===== config.mk =====
export PLATFORM = sky130hd
export DESIGN_NAME = base_update_gen
export DESIGN_NICKNAME = d
export VERILOG_FILES = /design/src/rtl/bpu_types_pkg.sv /design/src/rtl/bpu_meta_fifo.sv /design/src/rtl/base_update_gen.sv
export SDC_FILE = /design/constraint.sdc
export NUM_CORES = 1
export LEC_CHECK = 0
export ABC_AREA = 1
export CAP_MARGIN = 40
export CORE_MARGIN = 8
export CORE_UTILIZATION = 52
export CTS_BUF_LIST = sky130_fd_sc_hd__clkbuf_4 sky130_fd_sc_hd__clkbuf_8
export CTS_CLUSTER_DIAMETER = 100
export DETAILED_ROUTE_END_ITERATION = 8
export PLACE_DENSITY = 0.75
export SETUP_SLACK_MARGIN = 0.02
export SYNTH_ARGS = -nofsm -noshare
export SYNTH_HDL_FRONTEND = slang
export SYNTH_SLANG_ARGS = --single-unit

===== constraint.sdc =====
create_clock -name clk -period 3.15 [get_ports clk]
set_clock_uncertainty 0.15 [all_clocks]
set_input_delay 0.4725 -clock clk [delete_from_list [all_inputs] [get_ports clk]]
set_output_delay 0.4725 -clock clk [all_outputs]
set_load 0.005 [all_outputs]

===== src/rtl/bpu_types_pkg.sv =====
// bpu_types_pkg: shared types between the base predictor and its update generator
package bpu_types_pkg;
    localparam int BPU_PC_WIDTH  = 32;
    localparam int BPU_CTR_WIDTH = 2;
    typedef struct packed {
        logic [BPU_PC_WIDTH-1:0]  pc;
        logic [BPU_CTR_WIDTH-1:0] ctr_bits;
    } bpu_meta_t;
    typedef struct packed {
        logic                     taken;
        logic [BPU_PC_WIDTH-1:0]  pc;
        logic [BPU_CTR_WIDTH-1:0] ctr_bits;
    } bpu_update_info_t;
    typedef enum logic [1:0] {OCC_EMPTY, OCC_PARTIAL, OCC_FULL} occ_t;
endpackage


===== src/rtl/bpu_meta_fifo.sv =====
// bpu_meta_fifo: in-order circular queue of prediction metadata
module bpu_meta_fifo
    import bpu_types_pkg::*;
#(
    parameter int W  = BPU_PC_WIDTH + BPU_CTR_WIDTH,
    parameter int AW = 3
) (
    input  logic         clk,
    input  logic         rst_n,
    input  logic         push,
    input  logic [W-1:0] push_data,
    input  logic         pop,
    input  logic         flush,
    output logic [W-1:0] head,
    output logic         full,
    output logic         empty
);
    localparam logic [AW:0] DEPTH = {1'b1, {AW{1'b0}}};
    logic [W-1:0]  mem [2**AW];
    logic [AW-1:0] wr_ptr, rd_ptr;
    logic [AW:0]   count;
    occ_t          occ;
    // occupancy class derived from count
    always_comb
        occ = (count == '0) ? OCC_EMPTY : (count == DEPTH) ? OCC_FULL : OCC_PARTIAL;
    assign full  = occ == OCC_FULL;
    assign empty = occ == OCC_EMPTY;
    assign head  = mem[rd_ptr];
    // pointers and occupancy; flush discards everything queued
    always_ff @(posedge clk or negedge rst_n)
        if (!rst_n) begin
            wr_ptr <= '0;
            rd_ptr <= '0;
            count  <= '0;
        end else if (flush) begin
            wr_ptr <= '0;
            rd_ptr <= '0;
            count  <= '0;
        end else begin
            wr_ptr <= wr_ptr + AW'(push);
            rd_ptr <= rd_ptr + AW'(pop);
            count  <= count + (AW+1)'(push) - (AW+1)'(pop);
        end
    // entry storage is deliberately left unreset
    always_ff @(posedge clk)
        if (push && !flush) mem[wr_ptr] <= push_data;
endmodule


===== src/rtl/base_update_gen.sv =====
// base_update_gen: pairs committed branch outcomes with fetch metadata to drive predictor updates
module base_update_gen
    import bpu_types_pkg::*;
#(
    parameter int PC_WIDTH         = BPU_PC_WIDTH,
    parameter int CTR_WIDTH        = BPU_CTR_WIDTH,
    parameter int QUEUE_DEPTH_EXP2 = 3
) (
    input  logic                          clk,
    input  logic                          rst_n,
    input  logic                          pred_valid_i,
    input  logic [PC_WIDTH-1:0]           pred_pc_i,
    input  logic [CTR_WIDTH-1:0]          pred_ctr_i,
    output logic                          pred_ready_o,
    input  logic                          resolve_valid_i,
    input  logic                          resolve_taken_i,
    input  logic [PC_WIDTH-1:0]           resolve_pc_i,
    input  logic                          flush_i,
    output logic                          update_valid_o,
    output logic [PC_WIDTH+CTR_WIDTH:0]   update_info_o,
    output logic                          pc_mismatch_o,
    output logic                          resolve_drop_o
);
    localparam int MW = PC_WIDTH + CTR_WIDTH;
    logic [MW-1:0] head;
    logic          full, empty, enq, res, pop, match;
    assign pred_ready_o = !full;
    assign enq   = pred_valid_i && !full && !flush_i;
    assign res   = resolve_valid_i && !flush_i;
    assign pop   = res && !empty;
    assign match = head[MW-1 -: PC_WIDTH] == resolve_pc_i;
    bpu_meta_fifo #(.W(MW), .AW(QUEUE_DEPTH_EXP2)) u_fifo (
        .clk       (clk),
        .rst_n     (rst_n),
        .push      (enq),
        .push_data ({pred_pc_i, pred_ctr_i}),
        .pop       (pop),
        .flush     (flush_i),
        .head      (head),
        .full      (full),
        .empty     (empty)
    );
    // one-cycle update beat and status pulses; info holds between beats
    always_ff @(posedge clk or negedge rst_n)
        if (!rst_n) begin
            update_valid_o <= 1'b0;
            update_info_o  <= '0;
            pc_mismatch_o  <= 1'b0;
            resolve_drop_o <= 1'b0;
        end else begin
            update_valid_o <= pop && match;
            pc_mismatch_o  <= pop && !match;
            resolve_drop_o <= res && empty;
            if (pop && match) update_info_o <= {resolve_taken_i, head};
        end
endmodule


==> run metrics <==
Mapped Avg Cell Area=slightly below 10 um^2; top cell type's share of synthesized area=~58%; status=finished, final reports clean; Maximum Capacitance Violations=0; Hold Crit Class=input pin to asynchronous set/reset pin; Leakage=7.23 nW; via count=10.1k; Post-synth ARST share=15.0%; ratio of cells with drive above 1 in the final layout=8.39%; most used cell, CP=nand2_1; clk slew on worst S/H paths=60 ps; fin nets=1625; CP startpoint kind=flop; worst slew pin tran=584 ps; Mapped Nets=1497; final wirelength=approximately 34000 um; die area=32500 um^2; mapped cell area=14000 um^2; Die X=180 um; CTS Buf Count=51; WS Path Type=flop to flop; postcts setup bufs=0; Final GP Congestion=0.789; Final Max Slew Viols=0; crit-path cells=buf_4 > nor2_1 > o21ai_0 > nand3_1 > nand2_1 > nand2_1 > nand2_1 > nand2_1 > nor2_1 > nand2_1 > nor2_4 > nand3_2 > buf_4 > nand2_1 > nand2_1; Synth area leader=edfxtp_1; DRC=0; Hold Worst Slack=264 ps; Pwr per Cell Area=587 nW/um^2; main area contributors after synthesis=edfxtp_1, nand2_1, dfrtp_1; CP endpoint kind=flop; Slowest Stage Delay on Critical Path=500 ps; Die Ht=180 um; Initial Util=52.4%; antenna diode count=0; CTS Hold Bufs=1; CTS Root Cell=clkbuf_8; first-pass GRT wire length=52600 um; clk sink count=between 300 and 400; drt via density=~5.2; largest net degree at the start of global routing=92; post_cts resized=0; sequential fraction of the synthesis area=66.9%; dominant synthesized flop cell=edfxtp_1; yosys warns=0; Initial DRC Count=between 900 and 1k; count of final hold-check violations=0; EDFF count, synth=about 270; core footprint=26700 um^2; drt first pass iters=7; hpwl dp=20600 um; WP data required=3470 ps; flops & latches, synth=320; worst skew pair latency=580 ps; Port Buffers=110; Routed Antenna Nets=0; layout overhead on the synthesized area=19.8%; Setup-failing EPs final=0; row count=60; worst vdd ir=0.326 mV; Post-synth top cells=nand2_1, edfxtp_1, inv_1, nand3_1, nor2_1; relative slew slack=61.1%; Clock Path Buffers=3; crit path buf inv count=2; GR Overflow Total=0; slowest CP cell=buf_4; initial antenna violation count=1; Wirelength per Cell=17.4 um; minimum clock period=2850 ps; crit-path max FO=49; Top-Level Pins=111; post-synth cell types=27; crit-path leading delay family=simple AND/OR/NAND/NOR gates; Mapped Cells=1416; H-tree levels=2; Filler Cell Count=2091; GR Util All Layers=20.5%; RSZ-0062 raised after global routing=no; final worst-path cycle share=a little over 90%; Fmax=351 MHz; count leader, synth=nand2_1; Worst EP arrival=around 3200 ps; vias in the first global route=9624; CTS tree=yes; setup_tns=0 ps
area by class of cell:
cell class | instances | area (um^2) | area share [%]
inverters | 187 | 703 | 4.19
clock inverters | 21 | 206 | 1.23
flip-flops and latches | 320 | 9370 | 55.8
well taps | 341 | 427 | 2.54
multi-input cells | 845 | 3710 | 22.1
repair buffers | 139 | 1490 | 8.88
clock buffers | 73 | 880 | 5.24
routing by layer:
| metal | global-route usage [%] | vias up | routed length [um] |
|---|---|---|---|
| met5 | 0 | - | 12 |
| met4 | 8.43 | 2 | 1080 |
| met3 | 5.10 | 80 | 3030 |
| met2 | 32.8 | 413 | 15400 |
| met1 | 26.6 | 4730 | 14000 |
| li1 | - | 4856 | - |
cells in the final DEF, fill, tap and decap left out, types with 6 or more instances in the layout:
cell type | Yosys | routed
o21ai_1 | 14 | 14
nor2_4 | 2 | 10
nand2_1 | 480 | 480
o21ai_0 | 20 | 20
inv_1 | 184 | 183
buf_4 | 1 | 14
clkdlybuf4s50_1 | 0 | 109
nand4_1 | 35 | 35
nand3b_1 | 6 | 6
clkbuf_8 | 0 | 53
ha_1 | 8 | 8
buf_12 | 0 | 14
dfrtp_1 | 48 | 46
nand3_1 | 136 | 136
nor2_1 | 126 | 118
edfxtp_1 | 272 | 272
clkbuf_4 | 0 | 20
clkinv_1 | 1 | 8
clkinv_2 | 0 | 7
metrics by stage:
stage	power [mW]	instance area, um^2	setup slack (ps)	utilization [%]	cells
2_1_floorplan	5.72	14000	23.6	-	1416
3_3_place_gp	6.19	15700	422	58.7	1831
3_5_place_dp	6.23	15700	339	58.7	1831
4_1_cts	9.91	16800	333	62.8	1926
5_1_grt	10.3	16800	121	62.8	1926
6_report	9.86	16800	300	62.8	1926
flip-flops by register name, indices dropped and copies added, names as in the netlist:
register and count:
u_fifo.wr_ptr 3, update_info_o 35, u_fifo.mem 272, u_fifo.count 4
update_valid_o 1, resolve_drop_o 1, pc_mismatch_o 1, u_fifo.rd_ptr 3
worst paths after layout:
| kind | slack (ps) | startpoint | end | cells past startpoint |
|---|---|---|---|---|
| max reg2reg | 300 | u_fifo.rd_ptr[1] | update_info_o[31] | 15 |
| min in group clk | 320 | update_info_o[6] | update_info_o[6] | 2 |
| min reg2reg | 320 | update_info_o[6] | update_info_o[6] | 2 |
| max in group asynchronous | 1990 | rst_n | u_fifo.rd_ptr[1] | 3 |
| max | 300 | u_fifo.rd_ptr[1] | update_info_o[31] | 15 |
| min | 260 | rst_n | update_info_o[7] | 2 |
cell families (layout without fill, tap and decap cells):
logic type	Yosys count	in the layout	share of synthesized area, %
simple gates	789	789	23.3
buf+inv	251	420	7.07
flops	320	320	66.9
fa+ha+maj	9	9	0.857
compound gates	43	43	1.64
xor+xnor	4	4	0.250
where the power goes:
| group | leakage [nW] | total (mW) | internal (mW) | switching (mW) |
|---|---|---|---|---|
| sequential | 3.12 | 4.74 | 4.70 | 0.0327 |
| clock | 0.565 | 3.71 | 2.13 | 1.58 |
| combinational | 3.55 | 1.42 | 0.481 | 0.936 |
| total | 7.23 | 9.86 | 7.32 | 2.55 |
(Power assumes the default switching activity.)
